<file path="src/rtl/uart_rx_frame_if.sv">
// Serial receive link: line input plus the byte/strobe outputs toward the command parser.
interface uart_rx_frame_if;
  logic       RX;
  logic [7:0] RX_data;
  logic       RX_valid;
  logic       frame_err;
  logic       q_busy;

  modport master (output RX, input RX_data, RX_valid, frame_err, q_busy);
  modport slave  (input RX, output RX_data, RX_valid, frame_err, q_busy);
endinterface

</file>
<file path="src/rtl/uart_rx_frame.sv">
// 8N1 UART receiver: mid-bit sampling, one-clk valid/error strobes, good bytes only.
module uart_rx_frame #(
  parameter int BAUDRATE = 5000000,
  parameter int CLK_FREQ = 50000000
) (
  input  logic            clk,
  input  logic            reset,
  uart_rx_frame_if.slave  rx_if
);
  localparam int CYCLES = CLK_FREQ / BAUDRATE;
  localparam int HALF   = CYCLES / 2;
  localparam int CW     = $clog2(CYCLES);
  localparam logic [CW-1:0] HALF_LAST = CW'(HALF - 1);
  localparam logic [CW-1:0] BIT_LAST  = CW'(CYCLES - 1);

  typedef enum logic [1:0] {IDLE, START, DATA, STOP} state_t;

  state_t        state, state_nxt;
  logic [1:0]    sync;
  logic          rx_s;
  logic [CW-1:0] cnt, cnt_nxt;
  logic [2:0]    bit_cnt, bit_nxt;
  logic [7:0]    shreg, sh_nxt;
  logic [7:0]    data_q, data_nxt;
  logic          valid_q, valid_nxt;
  logic          err_q, err_nxt;

  assign rx_s = sync[1];

  always_ff @(posedge clk) begin
    if (!reset) begin
      sync    <= 2'b11;
      state   <= IDLE;
      cnt     <= '0;
      bit_cnt <= '0;
      shreg   <= '0;
      data_q  <= '0;
      valid_q <= 1'b0;
      err_q   <= 1'b0;
    end else begin
      sync    <= {sync[0], rx_if.RX};
      state   <= state_nxt;
      cnt     <= cnt_nxt;
      bit_cnt <= bit_nxt;
      shreg   <= sh_nxt;
      data_q  <= data_nxt;
      valid_q <= valid_nxt;
      err_q   <= err_nxt;
    end
  end

  // Every transition clears the clock counter so each phase times from its own entry.
  always_comb begin
    state_nxt = state;
    cnt_nxt   = cnt + CW'(1);
    bit_nxt   = bit_cnt;
    sh_nxt    = shreg;
    data_nxt  = data_q;
    valid_nxt = 1'b0;
    err_nxt   = 1'b0;
    case (state)
      IDLE: begin
        cnt_nxt = '0;
        if (!rx_s) state_nxt = START;
      end
      START: begin
        if (cnt == HALF_LAST) begin
          cnt_nxt   = '0;
          state_nxt = rx_s ? IDLE : DATA;
        end
      end
      DATA: begin
        if (cnt == BIT_LAST) begin
          cnt_nxt = '0;
          sh_nxt  = {rx_s, shreg[7:1]};
          bit_nxt = bit_cnt + 3'd1;
          if (bit_cnt == 3'd7) state_nxt = STOP;
        end
      end
      STOP: begin
        // Leaving at mid-stop-bit lets a zero-gap next start edge be caught.
        if (cnt == BIT_LAST) begin
          cnt_nxt   = '0;
          state_nxt = IDLE;
          if (rx_s) begin
            data_nxt  = shreg;
            valid_nxt = 1'b1;
          end else begin
            err_nxt = 1'b1;
          end
        end
      end
      default: begin
        state_nxt = IDLE;
        cnt_nxt   = '0;
      end
    endcase
  end

  assign rx_if.RX_data   = data_q;
  assign rx_if.RX_valid  = valid_q;
  assign rx_if.frame_err = err_q;
  assign rx_if.q_busy    = (state != IDLE);
endmodule

</file>
<file path="src/flat_wrapper.sv">
// flat-port wrapper written by rule: the top's interface ports become plain ports
module uart_rx_frame_flat 
#(
  parameter int BAUDRATE = 5000000,
  parameter int CLK_FREQ = 50000000
)
  (clk, reset, rx_if_RX, rx_if_RX_data, rx_if_RX_valid, rx_if_frame_err, rx_if_q_busy);
  uart_rx_frame_if rx_if_i ();
  input  logic clk;
  input  logic reset;
  input wire logic [$bits(rx_if_i.RX)-1:0] rx_if_RX;
  output wire logic [$bits(rx_if_i.RX_data)-1:0] rx_if_RX_data;
  output wire logic [$bits(rx_if_i.RX_valid)-1:0] rx_if_RX_valid;
  output wire logic [$bits(rx_if_i.frame_err)-1:0] rx_if_frame_err;
  output wire logic [$bits(rx_if_i.q_busy)-1:0] rx_if_q_busy;
  assign rx_if_i.RX = rx_if_RX;
  assign rx_if_RX_data = rx_if_i.RX_data;
  assign rx_if_RX_valid = rx_if_i.RX_valid;
  assign rx_if_frame_err = rx_if_i.frame_err;
  assign rx_if_q_busy = rx_if_i.q_busy;
  uart_rx_frame #(.BAUDRATE(BAUDRATE), .CLK_FREQ(CLK_FREQ)) u_core (.clk(clk), .reset(reset), .rx_if(rx_if_i));
endmodule
</file>
<file path="config.mk">
export PLATFORM = sky130hd
export DESIGN_NAME = uart_rx_frame_flat
export DESIGN_NICKNAME = d
export VERILOG_FILES = /design/src/rtl/uart_rx_frame_if.sv /design/src/rtl/uart_rx_frame.sv /design/src/flat_wrapper.sv
export SDC_FILE = /design/constraint.sdc
export NUM_CORES = 1
export LEC_CHECK = 0
export ABC_AREA = 1
export BUFFER_PORTS_ARGS = -buffer_cell sky130_fd_sc_hd__buf_2
export CAP_MARGIN = 25
export CORE_UTILIZATION = 54
export CTS_CLUSTER_DIAMETER = 120
export DETAILED_ROUTE_END_ITERATION = 12
export PLACE_DENSITY = 0.75
export SETUP_SLACK_MARGIN = 0.4
export SYNTH_ARGS = -nofsm -noshare
export SYNTH_HDL_FRONTEND = slang
export SYNTH_SLANG_ARGS = --single-unit
</file>
<file path="constraint.sdc">
create_clock -name clk -period 1.75 [get_ports clk]
set_input_delay 0.175 -clock clk [delete_from_list [all_inputs] [get_ports clk]]
set_output_delay 0.175 -clock clk [all_outputs]
set_load 0.02 [all_outputs]
</file>
== Word level (Yosys, flattened, before mapping) ==
Cells that the tools add are included.
Cells by class
  add/subtract/negate cells: 2
  eq/ne operators: 11
  muxes and demuxes: 12
  reduce and logical (&&, ||, !) cells: 7
Operators with widths (count)
  2-bit two-way mux: 6
  4-bit case mux with 3 select lines: 1
  4-bit two-way mux: 2
  2-bit by 1-bit != test with 1-bit output (second input constant): 4
  2-bit case mux with 4 select lines: 1
  3-bit AND reduction: 2
  5-bit AND reduction: 1
  4-bit by 1-bit adder with 4-bit output (second input constant): 1
  2-bit == test (second input constant): 2
  4-bit by 3-bit == test with 1-bit output (second input constant): 1
  4-bit == test (second input constant): 1
  3-bit by 1-bit adder with 3-bit output (second input constant): 1
  3-bit == test (second input constant): 1
  2-bit by 1-bit == test with 1-bit output (second input constant): 1
  2-bit zero test: 1
  1-bit two-way mux: 2
  2-bit != test (second input constant): 1
  2-bit AND reduction: 1
  2-bit nonzero test: 1
  2-bit OR reduction: 1
Word-level totals
  bits in registers: 29
  input bits: 3
  output and inout bits: 11

== Depth between registers and ports, before layout ==
Gate-level depths: netlist (run 1).
  depth in word-level cells: 4
  depth in mapped cells: 9
  mapped depth without buffers: 9

== Worst setup path after synthesis (run 1) ==
OpenSTA, ideal clock, no wires.
  path kind: reg-to-reg
  from: register u_core.cnt[0]
  to: register u_core.data_q[6], in the netlist u_core.rx_if.RX_data[6]
  library setup time: 0.116 ns
  arrival: 1.133 ns
  required time: 1.634 ns
  setup slack: 0.501 ns
  stages on the path, launching flop included: 8
  path buffers: 1
  clock period less this slack: 1.249 ns
  cell sequence: dfxtp_1 > ha_1 > nand3_2 > inv_2 > nand3_4 > buf_6 > o21ai_1 > a21oi_1
On the way
  longest elaborated chain between the ends: 2
RTL lines
  start, declared: line uart_rx_frame.sv:21  | logic [CW-1:0] cnt, cnt_nxt;
  start signal, assigned: line uart_rx_frame.sv:43  | cnt <= cnt_nxt;
  4-bit == test: line uart_rx_frame.sv:82  | if (cnt == BIT_LAST) begin
  3-bit AND reduction (no source line)
  end signal, assigned: line uart_rx_frame.sv:46  | data_q <= data_nxt;
  end, declared: line uart_rx_frame.sv:24  | logic [7:0] data_q, data_nxt;
Every way passes these cells.
A chain may end at the register's enable or synchronous reset.

== Worst setup path in the final report (run 1) ==
  from: register u_core.bit_cnt[0]
  to: register u_core.state[0]
On the way
  longest elaborated chain between the ends: 3
RTL lines
  start, declared: line uart_rx_frame.sv:22  | logic [2:0] bit_cnt, bit_nxt;
  start signal, assigned: line uart_rx_frame.sv:44  | bit_cnt <= bit_nxt;
  3-bit == test: line uart_rx_frame.sv:77  | if (bit_cnt == 3'd7) state_nxt = STOP;
  2-bit by 1-bit != test with 1-bit output (no source line)
  5-bit AND reduction (no source line)
  end signal, assigned: line uart_rx_frame.sv:42  | state <= state_nxt;
  end, declared: line uart_rx_frame.sv:18  | state_t state, state_nxt;
Every way passes these cells.

==> results of run 1 <==
==> area by class of cell <==
cell class	instances	share of cell area [%]
flip-flops and latches	29	41.9
inverters	22	6.77
clock buffers	8	3.48
repair buffers	16	6.24
multi-input cells	86	38.8
well taps	27	2.41
repair inverters	1	0.446
==> logic make-up after synthesis <==
family | after synthesis | synth area share (%)
AOI/OAI and AO/OA | 32 | 13.8
xor gates and xnor gates | 2 | 1.51
adders and majority gates | 5 | 5.39
buffers and inverters | 26 | 9.91
DFF | 29 | 50.0
and+or+nand+nor | 46 | 19.4
==> metal layers <==
| layer | up-vias | routed length, um |
|---|---|---|
| met4 | 0 | 39 |
| li1 | 496 | - |
| met1 | 441 | 966 |
| met2 | 32 | 992 |
| met5 | - | 0 |
| met3 | 6 | 130 |
==> critical path, stage by stage, from the launching register on <==
cell and delay (ps):
dfxtp_2 360, ha_4 140, ha_4 120, nand4_1 80, a21oi_2 230, nand3_1 150
and3_1 190
==> repair_timing <==
item | in CTS | in global routing
pin swaps | 0 | 4
gates cloned | 0 | 2
setup endpoints to repair | 12 | 24
resized for setup | 6 | 23
setup buffers | 1 | 2
==> metrics by stage <==
stage                     setup WS [ps]  util [%]  cells  instance area [um2]
after floorplan                     501         -    140                 1160
after global placement              406      62.1    176                 1230
after detailed placement            357      62.1    176                 1230
after CTS                           379      65.1    185                 1290
after global routing                278      70.8    189                 1400
final                               369      70.8    189                 1400
==> worst paths after layout <==
check                            startpoint                           end  slack (ps)
max          u_core.bit_cnt[0]$_SDFFE_PN0P_  u_core.state[0]$_SDFFE_PN0P_         370
min                                rx_if_RX     u_core.sync[0]$_SDFF_PN1_          40
max reg2reg  u_core.bit_cnt[0]$_SDFFE_PN0P_  u_core.state[0]$_SDFFE_PN0P_         370
min reg2reg       u_core.sync[0]$_SDFF_PN1_     u_core.sync[1]$_SDFF_PN1_         420
==> sequential cells by signal, indices dropped and copies added, names as in the netlist, named ones only <==
signal,cells
u_core.rx_if.RX_data,8
u_core.shreg,8
u_core.cnt,4
u_core.bit_cnt,3
u_core.sync,2
u_core.rx_if.RX_valid,1
u_core.rx_if.frame_err,1
u_core.state,1
==> cells in the final DEF (no fill, tap or decap), types with 2 or more instances in the layout <==
master | Yosys | final
o21ai_1 | 1 | 9
buf_4 | 0 | 3
o21ai_0 | 19 | 10
a21oi_1 | 12 | 11
buf_2 | 0 | 13
nand2_1 | 7 | 7
nand3_1 | 5 | 5
clkbuf_1 | 1 | 3
ha_4 | 0 | 3
ha_1 | 5 | 2
inv_1 | 19 | 19
or2_2 | 2 | 2
nor2_1 | 23 | 23
nand3_4 | 1 | 3
xor2_1 | 2 | 2
dfxtp_1 | 29 | 25
nor2_2 | 2 | 2
dfxtp_2 | 0 | 3
clkbuf_4 | 0 | 5
==> cells in the mapped netlist, drive strengths merged (2+ instances only) <==
| cell | n |
|---|---|
| dfxtp | 29 |
| nor2 | 25 |
| inv | 22 |
| o21ai | 20 |
| a21oi | 12 |
| nand2 | 8 |
| nand3 | 7 |
| ha | 5 |
| buf | 3 |
| or2 | 2 |
| xor2 | 2 |
==> power by group through the flow <==
stage	clock [uW]	combinational (uW)	sequential, uW
after floorplan	0	29.6	683
after global placement	0	37.7	684
after detailed placement	0	39.2	684
after CTS	379	39.9	669
after global routing	416	50.1	670
final	369	44.7	669
==> key figures, run 1 <==
Worst setup path
  – CP Launch Type: flop
  – CP arrival: ~1600 ps
  – Max FO, Critical Path: 3
  – CP endpoint kind: flop
  – Setup CP Type: flop to flop
  – R2r worst-path depth: 6
  – Critical path required time: roughly 2000 ps

Floorplan
  – Starting density of the core: 58.6%
  – Boundary Pins: 14
  – Core region area: roughly 2000 um2
  – Die area: 2340 um2
  – Die H: 48.4 um
  – Die width: just under 50 um
  – # rows: 16

Yosys
  – Synth Net Count: ~150
  – Synthesis-stage register bit count: 29
  – Post-synth top area share: 50.0%
  – Top area cells in the synthesized netlist: dfxtp_1 (50%), o21ai_0 (8.2%), nor2_1 (7.4%)
  – Dominant cell type by area after synthesis: dfxtp_1
  – Ys Warns: 0
  – Top_reg_cell synth: dfxtp_1
  – Async set or reset register ratio after synthesis: 0%
  – Post-synthesis sequential area ratio: 50.0%
  – Post-Synthesis Cells: 140
  – Number of flops mapped to enable cells by yosys: 0
  – Syn_area_per_cell: 8.29 um2
  – Synth unique cells: 24
  – Syn Std Cell Area: between 1000 and 1500 um2

Timing
  – Worst rel slew slack: 77.5%
  – Final hold slack: 40.0 ps
  – TNS Setup: 0 ps
  – Fin. Hold Viols: 0
  – Setup-failing EPs final: 0
  – Final Cycle Share: 78.9%
  – Final Max Tran Viols: 0
  – Worst Clk Skew: 8.73 ps
  – Fmax: 724 MHz
  – RSZ-0062 raised after global routing: true
  – Measured slew at the worst slew-check pin: 337 ps
  – Period minus WS final: roughly 1400 ps

Placed design
  – Placer Congestion: between 0.8 and 0.9
  – Dpl hpwl: 1290 um
  – PortBufs: 13

Power
  – Power Internal: 838 uW
  – Peak VDD IR: 537 uV
  – Power per standard cell area: 771 nW/um2
  – Clk network pwr share: 34.1%
  – Sequential group share of total power: 61.8%
  – Combinational fraction of design power: 4.1%
  – Static Leakage: around 0.00058 uW
  – Sw power: between 200 and 250 uW
  – Final Total Pwr: 1080 uW
  – Switching Fraction: 22.6%

Global routing
  – Vias in the first global route: 769
  – GRT met3 Usage: a little under a tenth
  – Global-route usage over all layers: 18.4%
  – Largest net degree at the start of global routing: 24
  – Busiest metal layer after global routing: met2
  – Initial antenna violation count: 0
  – Grt met1 use: 22.4%
  – Congestion Overflow GR: 0
  – First-pass GRT wire length: around 3200 um
  – Grt met2 use: 27.7%

Final layout
  – Area delta synth->final: 20.9%
  – Area occupied by multi-input gates: 544 um2
  – Register Area: about 600 um2
  – N_diodes: 0
  – Share of layout cells above drive strength 1: roughly a quarter
  – Layout fillers: 152
  – Layout net count: between 150 and 200

Hold path
  – Worst hold path type: input pin to flop
  – Hold Crit Depth: 2

Clocking
  – Clock-pin slew on the worst setup and hold paths: 80 ps
  – Hold Buf Count CTS: 0
  – Root Buffer: clkbuf_4
  – CTS Buffer Depth: 2
  – H-tree depth: 2
  – Clk_lat worst skew: 320 ps
  – Inserted Clock Buffers: 5
  – TritonCTS clock tree: yes
  – Clk sinks: 29

Routing
  – DRC Markers: 0
  – Drt total wl: roughly 2100 um
  – Total number of vias: 975
  – First-pass DRT Iterations: 4
  – Vias per cell: 5.16
  – Routed WL per cell: 11.3 um
  – Iteration-0 DRC count of the detailed router: 37
  – Detail Route Antenna Nets: 0

Job
  – Maxcap violations: 0

Outcome
  – Outcome: finished, final reports clean
(Power assumes the default switching activity.)
==> run 2, diff against run 1 <==
--- a/config.mk
+++ b/config.mk
@@ -8,10 +8,10 @@
 export ABC_AREA = 1
 export BUFFER_PORTS_ARGS = -buffer_cell sky130_fd_sc_hd__buf_2
 export CAP_MARGIN = 25
-export CORE_UTILIZATION = 54
+export CORE_UTILIZATION = 49
 export CTS_CLUSTER_DIAMETER = 120
 export DETAILED_ROUTE_END_ITERATION = 12
-export PLACE_DENSITY = 0.75
+export PLACE_DENSITY = 0.72
 export SETUP_SLACK_MARGIN = 0.4
 export SYNTH_ARGS = -nofsm -noshare
 export SYNTH_HDL_FRONTEND = slang
==> constraint.sdc (replaced) <==
create_clock -name clk -period 1.2 [get_ports clk]
set_input_delay 0.12 -clock clk [delete_from_list [all_inputs] [get_ports clk]]
set_output_delay 0.12 -clock clk [all_outputs]
set_load 0.02 [all_outputs]
==> key figures, run 2 (synthesized netlist as in run 1, its figures left out) <==
Outcome
  – Outcome: complete, but fails checks
  – Failing checks: hold timing, setup timing

Clocking
  – Clock-pin slew on the worst setup and hold paths: 90 ps
  – Inserted Clock Buffers: 5
  – Clk sinks: 29
  – Clk_lat worst skew: 330 ps
  – CTS Buffer Depth: 2
  – TritonCTS clock tree: yes
  – Root Buffer: clkbuf_4
  – H-tree depth: 2

Timing
  – Worst rel slew slack: about 74%
  – Final Max Tran Viols: 0
  – Final hold slack: -4.67 ps
  – TNS Setup: -748 ps
  – Period minus WS final: approximately 1300 ps
  – Setup-failing EPs final: 20
  – RSZ-0062 raised after global routing: true
  – Final Cycle Share: 106%
  – Fin. Hold Viols: 1
  – Worst Clk Skew: between 10 and 15 ps
  – Fmax: 784 MHz
  – Measured slew at the worst slew-check pin: 395 ps
  – Setup ws final: -75.5 ps

Floorplan
  – # rows: 17
  – Die H: just over 50 um
  – Die area: 2570 um2
  – Starting density of the core: 52.0%
  – Core region area: 2230 um2
  – Die width: 50.7 um
  – Boundary Pins: 14

Power
  – Power per standard cell area: around 1100 nW/um2
  – Peak VDD IR: 1370 uV
  – Static Leakage: 0.000675 uW
  – Final Total Pwr: 1910 uW

Global routing
  – Initial antenna violation count: 0
  – First-pass GRT wire length: 4240 um
  – Congestion Overflow GR: 0
  – Global-route usage over all layers: 22.8%
  – Vias in the first global route: 932
  – Largest net degree at the start of global routing: 20

Worst setup path
  – Family with the most delay on the worst path: buffers and inverters
  – CP endpoint kind: flop
  – Worst path slowest cell: dfxtp_2
  – CP Launch Type: flop
  – CP most frequent cell: nand3_4
  – Critical path required time: 1470 ps
  – Worst Path Buf+Inv: 3
  – Critical path, cell by cell: inv_2 -> ha_4 -> nand3_4 -> inv_8 -> nand3_4 -> buf_6 -> a21oi_2
  – CP arrival: 1540 ps
  – Setup CP Type: flop to flop
  – CP peak stage delay: between 300 and 400 ps
  – Max FO, Critical Path: 7

Final layout
  – Layout fillers: 148
  – Layout net count: 176
  – Post-Route Utilization: 76.5%
  – Area occupied by multi-input gates: 663 um2
  – Most common cell after layout, fill and taps aside: nor2_1
  – N_diodes: 0
  – Area delta synth->final: 47.1%
  – Commonest non-fill, non-tap cells in the layout: nor2_1 (21), inv_1 (17), o21ai_2 (14), dfxtp_2 (14), dfxtp_1 (14)
  – Final Non-Filler Cells: 197
  – Register Area: 602 um2
  – Share of layout cells above drive strength 1: between 50 and 60%

Routing
  – Drt total wl: roughly 2600 um
  – First-pass DRT Iterations: 4
  – DRC Markers: 0
  – Iteration-0 DRC count of the detailed router: 20
  – Detail Route Antenna Nets: 0
  – Routed WL per cell: 13.0 um
  – Vias per cell: roughly 5.2
  – Total number of vias: between 1000 and 1500

Placed design
  – Placer Congestion: 0.798
  – Cell count after placement: 185
  – Dpl hpwl: 1430 um
  – PortBufs: 13

Hold path
  – Worst hold path type: input pin to flop

Job
  – Maxcap violations: 0
run 2: changes by cell type in the layout (fill, tap and decap cells not counted), sizes merged:
cell | previous run | this run
buf | 16 | 23
clkbuf | 8 | 7
clkinv | 1 | 0
bufinv | 0 | 1
inv | 22 | 23
run 2: worst paths after layout:
path	from	end	slack, ps	cells past startpoint
worst max register to register	u_core.cnt[1]$_SDFF_PN0_	u_core.rx_if.RX_data[6]$_SDFFE_PN0P_	-80	7
worst min-delay path	rx_if_RX	u_core.sync[0]$_SDFF_PN1_	-5	2
worst min register to register	u_core.sync[0]$_SDFF_PN1_	u_core.sync[1]$_SDFF_PN1_	430	1
worst max-delay path	u_core.cnt[1]$_SDFF_PN0_	u_core.rx_if.RX_data[6]$_SDFFE_PN0P_	-80	7
run 2: stage by stage:
stage | area, um2 | setup slack (ps)
after floorplan | 1210 | 18.8
after global placement | 1340 | -20.0
after detailed placement | 1340 | -64.2
after CTS | 1650 | -51.4
after global routing | 1710 | -158
final | 1710 | -75.5
run 2: report_power, final:
part	internal [uW]	switching, uW
sequential	966	9.58
clock	497	346
combinational	37.2	55.1
run 2: final cells by class:
| type | count | share of cell area, % |
|---|---|---|
| Clock buffer | 7 | 3.22 |
| Multi-Input combinational cell | 86 | 38.8 |
| Inverter | 22 | 5.71 |
| Sequential cell | 29 | 35.2 |
| Timing Repair inverter | 1 | 0.659 |
| Clock inverter | 1 | 1.76 |
| Timing Repair Buffer | 23 | 12.5 |
| Tap cell | 28 | 2.05 |
run 2: worst register-to-register path, stage by stage, from the launching register on:
cell and delay, ps:
dfxtp_2 340, inv_2 70, ha_4 140, nand3_4 110
inv_8 120, nand3_4 150, buf_6 180, a21oi_2 100
run 2: metal layers:
metal / vias to the layer above / global-route usage (%) / routed length (um)
met5: - / 0 / 0
met4: 0 / 7.87 / 42
met3: 7 / 9.39 / 104
met2: 18 / 37.6 / 1240
met1: 501 / 26.5 / 1180
li1: 508 / - / -
run 2: what timing repair did:
| action | 4_1_cts | 5_1_grt |
|---|---|---|
| pin swaps | 12 | 6 |
| endpoints found under the hold margin | 1 | 1 |
| resized for setup | 78 | 14 |
| buffers inserted | 0 | 2 |
| setup endpoints to repair | 38 | 38 |
| gates cloned | 2 | 0 |
==> run 3, diff against run 2 <==
--- a/config.mk
+++ b/config.mk
@@ -8,10 +8,11 @@
 export ABC_AREA = 1
 export BUFFER_PORTS_ARGS = -buffer_cell sky130_fd_sc_hd__buf_2
 export CAP_MARGIN = 25
-export CORE_UTILIZATION = 49
+export CORE_UTILIZATION = 54
+export CTS_BUF_LIST = sky130_fd_sc_hd__clkbuf_4
 export CTS_CLUSTER_DIAMETER = 120
 export DETAILED_ROUTE_END_ITERATION = 12
-export PLACE_DENSITY = 0.72
+export PLACE_DENSITY = 0.75
 export SETUP_SLACK_MARGIN = 0.4
 export SYNTH_ARGS = -nofsm -noshare
 export SYNTH_HDL_FRONTEND = slang
==> constraint.sdc (replaced) <==
create_clock -name clk -period 1.5 [get_ports clk]
set_input_delay 0.15 -clock clk [delete_from_list [all_inputs] [get_ports clk]]
set_output_delay 0.15 -clock clk [all_outputs]
set_load 0.02 [all_outputs]
==> key figures, run 3 (synthesized netlist as in run 1, its figures left out) <==
Hold path
  – Worst hold path type: input pin to flop

Worst setup path
  – CP arrival: 1480 ps
  – CP most frequent cell: ha_4
  – CP peak stage delay: around 360 ps
  – Critical path required time: 1710 ps
  – Critical path, cell by cell: ha_4 -> ha_4 -> nand4_1 -> a21oi_2 -> nand3_2 -> and3_1
  – Max FO, Critical Path: 3
  – CP endpoint kind: flop
  – Setup CP Type: flop to flop
  – CP Launch Type: flop
  – Worst path slowest cell: dfxtp_2

Final layout
  – Layout fillers: 173
  – Post-Route Utilization: 73.8%
  – Area delta synth->final: 26.0%
  – Area occupied by multi-input gates: 587 um2
  – N_diodes: 0
  – Layout net count: 171
  – Register Area: approximately 600 um2
  – Commonest non-fill, non-tap cells in the layout: nor2_1 (23), dfxtp_1 (23), inv_1 (16)
  – Share of layout cells above drive strength 1: a little over a third

Global routing
  – Vias in the first global route: around 900
  – Global-route usage over all layers: 19.7%
  – Largest net degree at the start of global routing: 18
  – Congestion Overflow GR: 0
  – Initial antenna violation count: 0
  – First-pass GRT wire length: approximately 3600 um

Power
  – Power Internal: about 960 uW
  – Combinational fraction of design power: 4.8%
  – Clk network pwr share: 33.4%
  – Sequential group share of total power: 61.8%
  – Switching Fraction: about a quarter
  – Power per standard cell area: 862 nW/um2
  – Peak VDD IR: 675 uV
  – Sw power: 297 uW
  – Static Leakage: around 0.00062 uW

Routing
  – Detail Route Antenna Nets: 0
  – Iteration-0 DRC count of the detailed router: 6
  – DRC Markers: 0
  – Routed WL per cell: ~11 um
  – Vias per cell: about 4.8
  – First-pass DRT Iterations: 4
  – Drt total wl: 2160 um
  – Total number of vias: 921

Timing
  – RSZ-0062 raised after global routing: true
  – Measured slew at the worst slew-check pin: roughly 340 ps
  – Worst rel slew slack: ~77%
  – Worst Clk Skew: 5.41 ps
  – Final Cycle Share: 84.4%
  – Fin. Hold Viols: 0
  – Fmax: between 700 and 800 MHz
  – Period minus WS final: 1270 ps
  – Setup-failing EPs final: 0
  – Final Max Tran Viols: 0
  – TNS Setup: 0 ps

Clocking
  – Hold Buf Count CTS: 0
  – H-tree depth: 2
  – Clk_lat worst skew: around 320 ps
  – Inserted Clock Buffers: 5
  – Root Buffer: clkbuf_4
  – CTS Buffer Depth: 2
  – Clk sinks: 29
  – TritonCTS clock tree: yes
  – Clock-pin slew on the worst setup and hold paths: around 80 ps

Floorplan
  – Boundary Pins: 14
  – Core region area: 1980 um2
  – Die H: between 40 and 50 um
  – # rows: 16
  – Die width: 48.4 um
  – Starting density of the core: around three fifths
  – Die area: 2340 um2

Outcome
  – Outcome: finished, final reports clean

Placed design
  – PortBufs: 13
  – Placer Congestion: 0.712
  – Dpl hpwl: 1380 um

Job
  – Maxcap violations: 0
[run 3: worst paths after layout]
kind                                                startpoint                            to  slack [ps]  cells after the start
worst max-delay path            u_core.bit_cnt[1]$_SDFFE_PN0P_  u_core.state[0]$_SDFFE_PN0P_         230                      6
worst min-delay path                                  rx_if_RX     u_core.sync[0]$_SDFF_PN1_          20                      2
worst min register to register       u_core.sync[0]$_SDFF_PN1_     u_core.sync[1]$_SDFF_PN1_         420                      1
worst max register to register  u_core.bit_cnt[1]$_SDFFE_PN0P_  u_core.state[0]$_SDFFE_PN0P_         230                      6
[run 3: cell type report]
class | count | share of cell area, %
multi-input cells | 87 | 40.1
well taps | 27 | 2.31
clock inverters | 3 | 0.855
repair inverters | 1 | 0.428
clock buffers | 5 | 2.57
inverters | 22 | 6.50
repair buffers | 17 | 6.50
flip-flops and latches | 29 | 40.7
[run 3: per-stage QoR]
step	hold slack (ps)	area, um2	worst slack [ps]	power [uW]	cells
2_1_floorplan	257	1210	319	832	140
3_3_place_gp	340	1290	247	845	177
3_5_place_dp	343	1290	216	847	177
4_1_cts	12.3	1400	257	1270	189
5_1_grt	19.7	1460	142	1320	191
6_report	20.0	1460	233	1260	191
[run 3: routing by layer]
metal  routed length [um]  global-route usage (%)  vias up  part of all wire [%]
li1                     -                       -      498                     -
met1                 1010                    21.7      402                    47
met2                 1050                    34.5       18                    49
met3                   79                    7.23        3                   3.7
met4                   13                    7.35        0                  0.60
met5                    0                       0        -                     0
[run 3: repair_timing]
action | CTS | global route
cloned | 2 | 1
setup buffers | 2 | 1
pin swaps | 3 | 1
resized for setup | 26 | 13
endpoints found under the setup margin | 26 | 27
[run 3: critical path, delay by kind of cell (launching register included)]
family,cells,cell delay (ps)
AOI/OAI and AO/OA,1,220
adders and majority gates,2,250
DFF,1,360
and+or+nand+nor,3,340
[run 3: power groups by stage]
stage	Combinational, uW	Sequential (uW)	Clock (uW)
global placement	48.1	797	0
detailed placement	49.4	797	0
finish	60.0	779	422
CTS	56.0	780	433
global route	68.3	780	470
floorplan	36.2	796	0
